$ cat src/rtl/cla_adder.sv
// Registered two-level carry-lookahead adder: 4-bit lookahead blocks joined by
// a second-level lookahead unit over block propagate/generate.
module cla_adder #(
  parameter int unsigned WIDTH = 4
) (
  input  logic             clk,
  input  logic             rst_n,
  input  logic [WIDTH-1:0] a,
  input  logic [WIDTH-1:0] b,
  input  logic             cin,
  input  logic             in_valid,
  output logic [WIDTH-1:0] s,
  output logic             cout,
  output logic             pg,
  output logic             gg,
  output logic             out_valid
);

  localparam int unsigned NB = WIDTH / 4;

  logic [WIDTH-1:0] p;
  logic [WIDTH-1:0] g;
  logic [WIDTH:0]   c;
  logic [WIDTH-1:0] sum;
  logic [NB-1:0]    bp;
  logic [NB-1:0]    bg;
  logic [NB:0]      bc;
  logic             grp_gen;

  // Block P/G and second-level lookahead; every block carry is a flat
  // sum-of-products over block P/G and cin, never a ripple through bc.
  always_comb begin
    logic carry;
    logic pr;
    p       = a ^ b;
    g       = a & b;
    bp      = '0;
    bg      = '0;
    bc      = '0;
    grp_gen = 1'b0;
    carry   = 1'b0;
    pr      = 1'b1;
    for (int unsigned j = 0; j < NB; j++) begin
      bp[j] = p[4*j] & p[4*j+1] & p[4*j+2] & p[4*j+3];
      bg[j] = g[4*j+3]
            | (p[4*j+3] & g[4*j+2])
            | (p[4*j+3] & p[4*j+2] & g[4*j+1])
            | (p[4*j+3] & p[4*j+2] & p[4*j+1] & g[4*j]);
    end
    bc[0] = cin;
    for (int unsigned j = 0; j < NB; j++) begin
      carry = 1'b0;
      pr    = 1'b1;
      for (int unsigned k = 0; k <= j; k++) begin
        carry = carry | (pr & bg[j-k]);
        pr    = pr & bp[j-k];
      end
      bc[j+1] = carry | (pr & cin);
      if (j == NB - 1) begin
        grp_gen = carry;
      end
    end
  end

  // In-block carries expanded from the block carry-in.
  always_comb begin
    c = '0;
    for (int unsigned j = 0; j < NB; j++) begin
      c[4*j]   = bc[j];
      c[4*j+1] = g[4*j] | (p[4*j] & bc[j]);
      c[4*j+2] = g[4*j+1]
               | (p[4*j+1] & g[4*j])
               | (p[4*j+1] & p[4*j] & bc[j]);
      c[4*j+3] = g[4*j+2]
               | (p[4*j+2] & g[4*j+1])
               | (p[4*j+2] & p[4*j+1] & g[4*j])
               | (p[4*j+2] & p[4*j+1] & p[4*j] & bc[j]);
    end
    c[WIDTH] = bc[NB];
    sum      = p ^ c[WIDTH-1:0];
  end

  always_ff @(posedge clk or negedge rst_n) begin
    if (!rst_n) begin
      s         <= '0;
      cout      <= 1'b0;
      pg        <= 1'b0;
      gg        <= 1'b0;
      out_valid <= 1'b0;
    end else if (in_valid) begin
      s         <= sum;
      cout      <= c[WIDTH];
      pg        <= &p;
      gg        <= grp_gen;
      out_valid <= 1'b1;
    end else begin
      out_valid <= 1'b0;
    end
  end

endmodule

$ cat config.mk
export PLATFORM = sky130hd
export DESIGN_NAME = cla_adder
export DESIGN_NICKNAME = d
export VERILOG_FILES = /design/src/rtl/cla_adder.sv
export SDC_FILE = /design/constraint.sdc
export NUM_CORES = 1
export LEC_CHECK = 0
export CAP_MARGIN = 20
export CORE_AREA = 2 2 39 41
export CTS_CLUSTER_DIAMETER = 200
export DETAILED_ROUTE_END_ITERATION = 16
export DIE_AREA = 0 0 41 43
export HOLD_SLACK_MARGIN = 0.1
export PLACE_DENSITY = 0.72
export SETUP_SLACK_MARGIN = 0.4
export SYNTH_ARGS = -nofsm -noshare
export SYNTH_HDL_FRONTEND = slang
export SYNTH_SLANG_ARGS = --single-unit
export TNS_END_PERCENT = 5
$ cat constraint.sdc
create_clock -name clk -period 2.3 [get_ports clk]
set_input_delay 0.345 -clock clk [delete_from_list [all_inputs] [get_ports clk]]
set_output_delay 0.345 -clock clk [all_outputs]
set_load 0.05 [all_outputs]
## Word-level counts from Yosys, hierarchy flattened

Index checks and enable logic that the tools add are counted.
Widths: inputs -> output; s select.

| storage, ports and cells | value |
|---|---|
| register bits after elaboration | 8 |
| input port bits | 12 |
| output and inout port bits | 8 |
| word-level logic and storage cells | 37 |

| cells by class | value |
|---|---|
| multiplexer cells | 1 |
| bitwise logic cells | 30 |
| reductions and logical operators | 1 |

Operators with widths:

| operator | count |
|---|---|
| $and 1x1->1 | 17 |
| $or 1x1->1 | 10 |
| $xor 4x4->4 | 2 |
| $and 4x4->4 | 1 |
| $reduce_and 4->1 | 1 |
| $mux 1 | 1 |

## Logic depth before layout (Yosys ltp)

Gate-level depths: netlist of run 1.

| depth | value |
|---|---|
| depth after elaboration | 6 |
| mapped depth | 4 |
| mapped depth without buffers | 4 |

## Least setup slack after synthesis of run 1

Ideal clock, no wire load.

| timing path | value |
|---|---|
| kind | input -> register |
| start | input port a[1] |
| end | register s[2] |
| arrival time | 1.328 ns |
| path slack | 0.903 ns |
| stages on the path | 4 |
| path buffers | 0 |
| cell sequence | ha_1 -> inv_2 -> or4b_1 -> nand3_1 |

| between the ends | value |
|---|---|
| longest elaborated chain between the ends | 5 |
| elaborated cells between the ends (all ways) | 8 |
| classes of those cells | 8 x bitwise |

RTL lines:

| element | RTL line | text |
|---|---|---|
| start, declared | 8 | `input logic [WIDTH-1:0] a,` |
| $xor 4x4->4 | 35 | `p = a ^ b;` |
| $and 1x1->1, on equally long branches | 72, 73 |  |
| $or 1x1->1 / $and 1x1->1 (equally long branches) | 72, 73 |  |
| $or 1x1->1 (*) | 73 | `\| (p[4*j+1] & p[4*j] & bc[j]);` |
| $xor 4x4->4 (*) | 80 | `sum = p ^ c[WIDTH-1:0];` |
| end signal, assigned | 91 | `s <= sum;` |
| end, declared | 12 | `output logic [WIDTH-1:0] s,` |

Mark *: on every way between the ends. The rest lies on a longest branch, timed or not.
A chain may end at the register's enable or synchronous reset.

## Worst setup path after layout of run 1

| timing path | value |
|---|---|
| start | register s[3] |
| end | output port s[3] |

No word-level cell between the ends.

==> results_dict.tcl, run 1 <==
set metrics [dict create \
    ys.flop_type "dfrtp_1" \
    finalWirelength_mm 1.086 \
    crit_type "register to output pin" \
    postCtsSetupBuffers 0 \
    ys_seq_area_share_pct 38.74 \
    seqPwrFrac_pct 35.0 \
    ctsRootBufferMaster "clkbuf_4" \
    start_kind "register" \
    dp.cells 88 \
    stdcell_area_sq_um 745.7 \
    grt_pass1_wl_mm 1.752 \
    drv_slew 0 \
    routabilityCongestion 0.7444 \
    switching_share_pct 37.30 \
    post_cts_resized 0 \
    synthDistinctLibCells 26 \
    maxCapViolCount 0 \
    required_ns 1.96 \
    die_w_um 41 \
    max_stage_delay_ns 0.80 \
    p_per_area_nw_per_um2 659.3 \
    yosys_warnings 0 \
    cts_tree "done" \
    cp_cell_sequence "clkdlybuf4s50_1" \
    start_util_pct 37.34 \
    areaGrowthSynthToFinish_pct 44.31 \
    ant_nets 0 \
    dp_hpwl_um 891.6 \
    synthTopCellsByCount "dfrtp_1, inv_1, a21oi_1, ha_1, nand2_1" \
    final.period_utilization_pct 76.11 \
    hp-class "input pin to asynchronous set/reset pin" \
    clock_latency_ns 0.24 \
    intPower_uw 308.2 \
    die_h_um 43 \
    synth_most_common_cell "dfrtp_1" \
    synth_cells 53 \
    leakage_uw 0.0003361 \
    path_clk_slew_ns 0.05 \
    grt_max_degree 15 \
    slowest_stage "clkdlybuf4s50_1" \
    grt_overflow 0 \
    setup-tns-final_ns 0 \
    num_rows 14 \
    drive_above_1_share_pct 12.00 \
    grt_usage_pct 15.11 \
    synth_top_area_share_pct 38.74 \
    relSlewSlack_pct 66.99 \
    dpl_cell_area_sq_um 723.2 \
    h-tree-depth 1 \
    fin_nets 94 \
    syn_area_sq_um 516.7 \
    fin_skew_ns 0 \
    wl_per_cell_um 11.93 \
    vias 463 \
    status "finished clean" \
    diodes 0 \
    cp_max_fo 2 \
    cp-end-kind "output pin" \
    antenna_found_initial 0 \
    die_area_sq_um 1763 \
    combPwrFrac_pct 44.1 \
    critPathBufInv 1 \
    ys_seq_elements 8 \
    fillerInstances 150 \
    drt_iter0_markers 6 \
    ys_async_sr_fraction_pct 100.0 \
    final_hold_viol_count 0 \
    rsz0062_at_grt "false" \
    cts.sinks 8 \
    grt_pass1_vias 440 \
    cts_made_buffers 3 \
    syn-num-nets 70 \
    first_pass_iters 3 \
    fmax_mhz 571.3 \
    p_sw_uw 183.4 \
    finalSetupViolCount 0 \
    clockBufferDepth 2 \
    synth_edf_count 0 \
    critical-path-top-delay-family "buffers and inverters" \
    coreArea_sq_um 1384 \
    vdd_drop_max_mv 0.3743 \
    hold_buffers 0 \
    pin_count 20 \
    avgSynthCellArea_sq_um 9.750 \
    synth_area_leaders "dfrtp_1, ha_1, inv_1" \
    multi_input_area_sq_um 275.3 \
    p_clk_share_pct 21.0 \
    final-instance-count-excl-fill 91 \
    worst_pin_slew_ns 0.4936 \
    vias_per_cell 5.088 \
    worstPathArrival_ns 1.41 \
    portBuffers 19 \
    drc 0 \
    synth_top_area_cell "dfrtp_1" \
    finalCriticalPeriod_ns 1.750 \
    regArea_sq_um 200.2 \
]
-- final timing paths --
kind / start / endpoint / slack, ns / cells past startpoint
setup reg to reg: s[2] / s[2] / 1.36 / 3
max in group asynchronous: rst_n / out_valid / 1.68 / 1
hold reg to reg: s[0] / s[0] / 0.52 / 2
hold / removal: rst_n / s[0] / 0.37 / 1
min in group clk: s[0] / s[0] / 0.52 / 2
setup / recovery: s[3] / s[3] / 0.55 / 1
-- state kept, by name (all words and copies together) (netlist names) --
signal and count:
pg 1, out_valid 1, s 4, cout 1
gg 1
-- power by group through the flow --
stage                     clock network (uW)  logic (uW)  registers (uW)
after floorplan                            0        64.6             247
after global placement                     0         216             174
after detailed placement                   0         219             175
after CTS                                109         219             173
after global routing                     117         232             175
final                                    103         217             172
-- metal layers --
metal  wire length (um)  track usage [%]
met1                459            16.28
met2                571            24.69
met4                  0            4.000
met5                  0                0
met3                 55            7.853
-- cell families (layout without fill, tap and decap cells) --
kind of cell	count (synthesis)	after routing	share of synthesized area, %
AOI/OAI and AO/OA	14	14	19.13
xor gates and xnor gates	1	1	1.695
adders and majority gates	5	5	13.56
buffers and inverters	9	31	7.990
DFF	8	8	38.74
muxes	2	2	4.116
and+or+nand+nor	14	14	14.77
-- cells in the final DEF, fill, tap and decap left out, drive strengths merged --
cell	instances
xnor2	1
nand4	1
a21oi	4
nand2	4
o2111ai	2
nand3	2
nor2b	1
nor2	2
clkbuf	3
inv	8
nand2b	2
or4b	1
mux2i	1
o21a	1
mux2	1
o221a	1
clkdlybuf4s50	19
o22ai	1
fa	1
ha	4
dfrtp	8
a31oi	2
o211ai	1
buf	1
and2b	1
a21o	2
-- final cells by class --
type	instances	area share [%]
Timing Repair Buffer	20	26.51
Clock buffer	3	3.020
Multi-Input combinational cell	36	36.91
Tap cell	16	2.685
Sequential cell	8	26.85
Inverter	8	4.027
-- stage by stage --
step           hold WS [ns]  setup WS, ns  util, %  power [uW]
3_3_place_gp         0.4912        0.4199    52.26       389.6
4_1_cts              0.3701        0.5299    53.89       501.0
6_report             0.3658        0.5495    53.89       491.6
5_1_grt              0.3812        0.5009    53.89       524.0
3_5_place_dp         0.5148        0.3858    52.26       393.2
2_1_floorplan       0.04941        0.9034        -       312.1
Note: power is estimated with default switching activity, not from simulation.
==> run 2: changes to the inputs <==
CORE_AREA = default   (was 2 2 39 41)
CORE_MARGIN = 2   (was default)
CORE_UTILIZATION = 37   (was default)
DIE_AREA = default   (was 0 0 41 43)
clock period = 1.5 ns   (was 2.3 ns; I/O delays follow)
==> results_dict.tcl, run 2 (synthesis results as in run 1) <==
set metrics [dict create \
    grt_max_degree 9 \
    final_hold_viol_count 0 \
    final_cell_mix "buf_4, dfrtp_1, inv_1" \
    hold_buffers 0 \
    p_sw_uw 303.6 \
    fin_nets 103 \
    p_clk_share_pct 20.8 \
    dp.cells 93 \
    finalWirelength_mm 1.256 \
    path_clk_slew_ns 0.06 \
    slowest_stage "o221a_2" \
    critPathBufInv 1 \
    die_w_um 41.37 \
    seqPwrFrac_pct 33.0 \
    drc 0 \
    switching_share_pct 38.22 \
    setup-tns-final_ns 0 \
    max_stage_delay_ns 0.27 \
    drv_slew 0 \
    ant_nets 0 \
    coreArea_sq_um 1301 \
    h-tree-depth 1 \
    finalSetupViolCount 0 \
    vias_per_cell 5.101 \
    areaGrowthSynthToFinish_pct 59.81 \
    mostFrequentLayoutCell "buf_4" \
    status "finished clean" \
    top_register "s" \
    largest_reg_flops 4 \
    die_area_sq_um 1711 \
    finalCriticalPeriod_ns 1.096 \
    portBuffers 19 \
    combPwrFrac_pct 46.2 \
    ctsRootBufferMaster "clkbuf_4" \
    cp-end-kind "register" \
    die_h_um 41.37 \
    cts_made_buffers 3 \
    dp_hpwl_um 910.8 \
    final-instance-count-excl-fill 99 \
    grt_overflow 0 \
    relSlewSlack_pct 76.25 \
    p_per_area_nw_per_um2 962.0 \
    fillerInstances 115 \
    drt_iter0_markers 10 \
    regArea_sq_um 200.2 \
    cts.sinks 8 \
    grt_usage_pct 18.90 \
    clockBufferDepth 2 \
    start_util_pct 39.71 \
    required_ns 1.66 \
    cp_max_fo 5 \
    final.period_utilization_pct 73.06 \
    crit_type "input pin to register" \
    hp-class "input pin to asynchronous set/reset pin" \
    worstPathArrival_ns 1.26 \
    vias 505 \
    critical-path-top-delay-family "compound AO/OA/AOI/OAI gates" \
    vdd_drop_max_mv 0.5325 \
    cts_tree "done" \
    cp_cell_sequence "dlygate4sd2_1 -> ha_4 -> nand2b_4 -> o221a_2 -> o211ai_1" \
    start_kind "input pin" \
    wl_per_cell_um 12.69 \
    grt_pass1_wl_mm 2.097 \
    fin_skew_ns 0 \
    intPower_uw 490.8 \
    maxCapViolCount 0 \
    pin_count 20 \
    first_pass_iters 4 \
    fmax_mhz 912.5 \
    drive_above_1_share_pct 46.43 \
    routabilityCongestion 0.7880 \
    leakage_uw 0.0003985 \
    clock_latency_ns 0.25 \
    rsz0062_at_grt "true" \
    multi_input_area_sq_um 341.6 \
    num_rows 13 \
    diodes 0 \
    worst_pin_slew_ns 0.3551 \
    grt_pass1_vias 481 \
    antenna_found_initial 0 \
]
## run 2: worst paths after layout
kind	start	to	slack, ns	depth (start not counted)
hold / removal	rst_n	s[2]	0.25	1
min in group clk	b[1]	s[2]	0.40	4
setup reg to reg	s[2]	s[2]	0.59	3
setup / recovery	b[3]	s[3]	0.40	5
max in group asynchronous	rst_n	gg	0.99	1
hold reg to reg	s[1]	s[1]	0.51	1
## run 2: layer usage
layer | track usage, % | up-vias | routed length, um
met4 | 4.839 | 0 | 5
met3 | 5.319 | 2 | 80
li1 | - | 251 | -
met2 | 29.69 | 16 | 570
met1 | 25.50 | 236 | 599
met5 | 0 | - | 0
## run 2: what timing repair did
item | CTS | global route
resized for setup | 27 | 4
setup endpoints to repair | 7 | 5
gates cloned | 1 | 0
buffers inserted | 2 | 0
pin swaps | 7 | 2
## run 2: final cells by class
class	count	share of cell area (%)
Inverter	8	3.636
Clock buffer	3	2.727
Multi-Input combinational cell	36	41.36
Timing Repair Buffer	29	25.76
Tap cell	15	2.273
Sequential cell	8	24.24
## run 2: power groups by stage
stage	Combinational, uW	Sequential (uW)	Clock (uW)
finish	367	262	165
detailed placement	357	267	0
CTS	365	263	171
floorplan	110	379	0
global placement	352	267	0
global route	394	266	184
## run 2: through the flow
stage	util [%]	instance area (sq um)	hold slack, ns	setup WS, ns	power (uW)
5_1_grt	63.46	825.8	0.2764	0.3818	843.5
2_1_floorplan	-	556.8	-0.07059	0.3475	489.2
6_report	63.46	825.8	0.2467	0.4042	794.4
4_1_cts	63.65	828.3	0.2563	0.3992	798.7
3_3_place_gp	60.48	787.0	0.5041	-0.2109	618.4
3_5_place_dp	60.48	787.0	0.5020	-0.2429	623.2
==> run 3: changes to the inputs <==
clock period = 1 ns   (was 1.5 ns; I/O delays follow)
==> results_dict.tcl, run 3 (synthesis results as in run 1) <==
set metrics [dict create \
    die_w_um 41.37 \
    first_pass_iters 4 \
    h-tree-depth 1 \
    fillerInstances 70 \
    vias 556 \
    pin_count 20 \
    die_area_sq_um 1711 \
    clock_latency_ns 0.26 \
    cts_tree "done" \
    relSlewSlack_pct 75.18 \
    finalWirelength_mm 1.514 \
    hp-class "input pin to asynchronous set/reset pin" \
    start_util_pct 39.71 \
    drc 0 \
    crit_type "input pin to register" \
    fin_skew_ns 0 \
    hold_buffers 0 \
    p_clk_share_pct 18.7 \
    path_clk_slew_ns 0.07 \
    status "finished clean" \
    drive_above_1_share_pct 63.53 \
    hold-worst-slack_ns 0.1615 \
    worstPathArrival_ns 1.19 \
    top_register "s" \
    diodes 0 \
    routabilityCongestion 0.7229 \
    largest_reg_flops 4 \
    ant_nets 0 \
    fmax_mhz 1008 \
    final_core_util_pct 80.77 \
    cts.sinks 8 \
    finalCriticalPeriod_ns 0.9919 \
    cp_cell_sequence "buf_6 -> ha_4 -> inv_2 -> or4b_1 -> nand3_1" \
    clockBufferDepth 2 \
    regArea_sq_um 201.4 \
    worst_pin_slew_ns 0.3712 \
    multi_input_area_sq_um 407.9 \
    dp_hpwl_um 965.2 \
    cp-end-kind "register" \
    coreArea_sq_um 1301 \
    rsz0062_at_grt "true" \
    finalSetupViolCount 0 \
    grt_pass1_vias 559 \
    num_rows 13 \
    max_stage_delay_ns 0.50 \
    areaGrowthSynthToFinish_pct 103.4 \
    p_total_uw 1465 \
    grt_pass1_wl_mm 2.283 \
    wl_per_cell_um 15.14 \
    fin_nets 103 \
    portBuffers 19 \
    final_cell_mix "buf_6, buf_12, dfrtp_1, buf_4, inv_1" \
    critical-path-top-delay-family "simple AND/OR/NAND/NOR gates" \
    mostFrequentLayoutCell "buf_6" \
    grt_usage_pct 21.23 \
    drt_iter0_markers 12 \
    final_hold_viol_count 0 \
    p_per_area_nw_per_um2 1394 \
    intPower_uw 928.7 \
    cts_made_buffers 3 \
    drv_slew 0 \
    slowest_stage "or4b_1" \
    switching_share_pct 36.59 \
    vdd_drop_max_mv 1.138 \
    seqPwrFrac_pct 29.0 \
    combPwrFrac_pct 52.3 \
    grt_max_degree 9 \
    grt_overflow 0 \
    ctsRootBufferMaster "clkbuf_4" \
    p_sw_uw 535.9 \
    vias_per_cell 5.560 \
    antenna_found_initial 0 \
    cp_max_fo 6 \
    final.period_utilization_pct 99.19 \
    leakage_uw 0.0004640 \
    required_ns 1.20 \
    start_kind "input pin" \
    die_h_um 41.37 \
    critPathBufInv 2 \
    maxCapViolCount 0 \
]
## run 3: cell types whose count changed in the layout (fill, tap and decap cells not counted), sizes merged
cell           change
buf                +6
clkdlybuf4s15      -1
dlygate4sd2        -3
clkbuf             -1
## run 3: worst paths after layout
kind	startpoint	to	slack [ns]	depth (start not counted)
setup / recovery	a[1]	s[2]	0.008	5
hold / removal	rst_n	s[2]	0.16	1
setup reg to reg	s[2]	s[2]	0.06	3
hold reg to reg	s[0]	s[0]	0.58	2
max in group asynchronous	rst_n	out_valid	0.55	1
min in group clk	in_valid	s[2]	0.26	3
## run 3: cell type report
type                            instances  share of cell area (%)
Clock buffer                            4                   2.500
Inverter                                8                   3.095
Multi-Input combinational cell         36                   38.81
Sequential cell                         8                   19.17
Tap cell                               15                   1.786
Timing Repair Buffer                   29                   34.64
## run 3: timing repair
action | 4_1_cts | 5_1_grt
pin swaps | 17 | 12
buffers inserted | 2 | 0
gates resized for setup | 67 | 7
setup endpoints to repair | 16 | 15
## run 3: layer usage
| metal | track usage, % | vias up | part of all wire [%] |
|---|---|---|---|
| met2 | 35.55 | 34 | 49 |
| met4 | 7.258 | 0 | 4.3 |
| met1 | 24.09 | 263 | 39 |
| met3 | 9.043 | 8 | 7.5 |
| li1 | - | 251 | - |
| met5 | 0 | - | 0 |
## run 3: power by group through the flow
| stage | registers [uW] | logic [uW] | clock network (uW) |
|---|---|---|---|
| 6_report | 424 | 766 | 274 |
| 5_1_grt | 428 | 810 | 306 |
| 4_1_cts | 423 | 732 | 291 |
| 3_5_place_dp | 428 | 657 | 0 |
| 3_3_place_gp | 429 | 646 | 0 |
| 2_1_floorplan | 571 | 165 | 0 |
## run 3: per-stage QoR
stage | setup TNS [ns] | cells | instance area [sq um] | setup WS, ns
3_3_place_gp | -3.917 | 94 | 895.9 | -0.6342
5_1_grt | -0.05379 | 100 | 1051 | -0.01610
4_1_cts | -0.002329 | 100 | 1013 | -0.002184
6_report | 0 | 100 | 1051 | 0.008117
2_1_floorplan | -0.2542 | 53 | 558.0 | -0.08128
3_5_place_dp | -4.158 | 94 | 895.9 | -0.6786
==> patch, RTL diff (settings of run 2) <==
Change the parameter `WIDTH` from 4 to 5.
--- a/src/rtl/cla_adder.sv
+++ b/src/rtl/cla_adder.sv
@@ -3,3 +3,3 @@
 module cla_adder #(
-  parameter int unsigned WIDTH = 4
+  parameter int unsigned WIDTH = 5
 ) (
Ports: changed (resized a, b and s); port bits go from 20 to 23. The function was not compared with the original's and may differ.
==> patch against run 2 <==
  * Wire length up 10%
  * Clock power up 8%
  * Sequential cell count up 1
  * Setup slack worse by 0.0080 ns
  * First-iteration DRC count up 20%
  * Power up 6.5%
  * Area after synthesis up 5.3%
  * Cell area up 9.1%
  * Synthesized cell count unchanged
  * Count of clock-buffer cells in the layout up 1
  * Critical path type unchanged
  * Critical endpoint is now s[2]
  * Highest routed layer unchanged
==> patch: results <==
export IMPL_run_status="finished clean"
export IMPL_placed_cell_area_um2=849.6
export IMPL_grt_pass1_vias=568
export IMPL_fin_nets=106
export IMPL_reg2reg_depth=2
export IMPL_synth_distinct_cells=29
export IMPL_use_met3_pct=4.310
export IMPL_grt_max_degree=10
export IMPL_synth_xor_area_share_pct=3.218
export IMPL_dr_total_vias=546
export IMPL_synthMuxAreaShare_pct=2.069
export IMPL_powerClk_uw=179
export IMPL_synth_common_cells="dfrtp_1, ha_1, inv_1"
export IMPL_synthesis_nets=72
export IMPL_grtUsageMet2_pct=29.54
export IMPL_wl_met1_um=567
export IMPL_gp_congestion=0.7781
export IMPL_fillCellCount=108
export IMPL_leakage_uw=0.0004103
export IMPL_cp_startpoint="b[2]"
export IMPL_seq_area_frac_synth_pct=41.38
export IMPL_dr_wl_met2_um=686
export IMPL_drt_initial_drc_count=12
export IMPL_combinationalPower_uw=373
export IMPL_largest_reg_flops=5
export IMPL_p_int_uw=530.2
export IMPL_ir_drop_mv=0.3723
export IMPL_crit_end="s[2]"
export IMPL_cp_arrival_ns=1.29
export IMPL_path_max_fanout=6
export IMPL_grt_usage_pct=17.28
export IMPL_synth_compound_area_share_pct=13.79
export IMPL_crit_reg2reg_launch="s[3]"
export IMPL_final_area_um2=900.9
export IMPL_met3_wirelength_um=101
==> patch: repair_timing <==
item                                    in CTS  in global routing
endpoints found under the setup margin       7                  7
resized for setup                           25                 13
pin swaps                                    4                  3
==> patch: worst reg2reg max path: stages (launching register included) <==
cell and delay [ns]:
dfrtp_1 0.40, a221oi_2 0.26, nand3b_1 0.09
==> patch: metrics by stage <==
step	hold WS (ns)	setup slack (ns)	instances	power (uW)	setup TNS (ns)
final	0.2744	0.3961	101	846.3	0
after global routing	0.2961	0.3752	101	897.1	0
after CTS	0.2761	0.3721	101	837.7	0
after detailed placement	0.4745	-0.2066	97	658.6	-0.7483
after global placement	0.4744	-0.1620	97	651.6	-0.6465
after floorplan	-0.07059	0.3544	53	512.8	0
==> patch: final cells by class <==
| cell class | count | area share [%] |
|---|---|---|
| Clock buffer | 4 | 2.917 |
| Inverter | 6 | 2.778 |
| Multi-Input combinational cell | 37 | 40.83 |
| Sequential cell | 9 | 25.00 |
| Tap cell | 15 | 2.083 |
| Timing Repair Buffer | 30 | 26.39 |
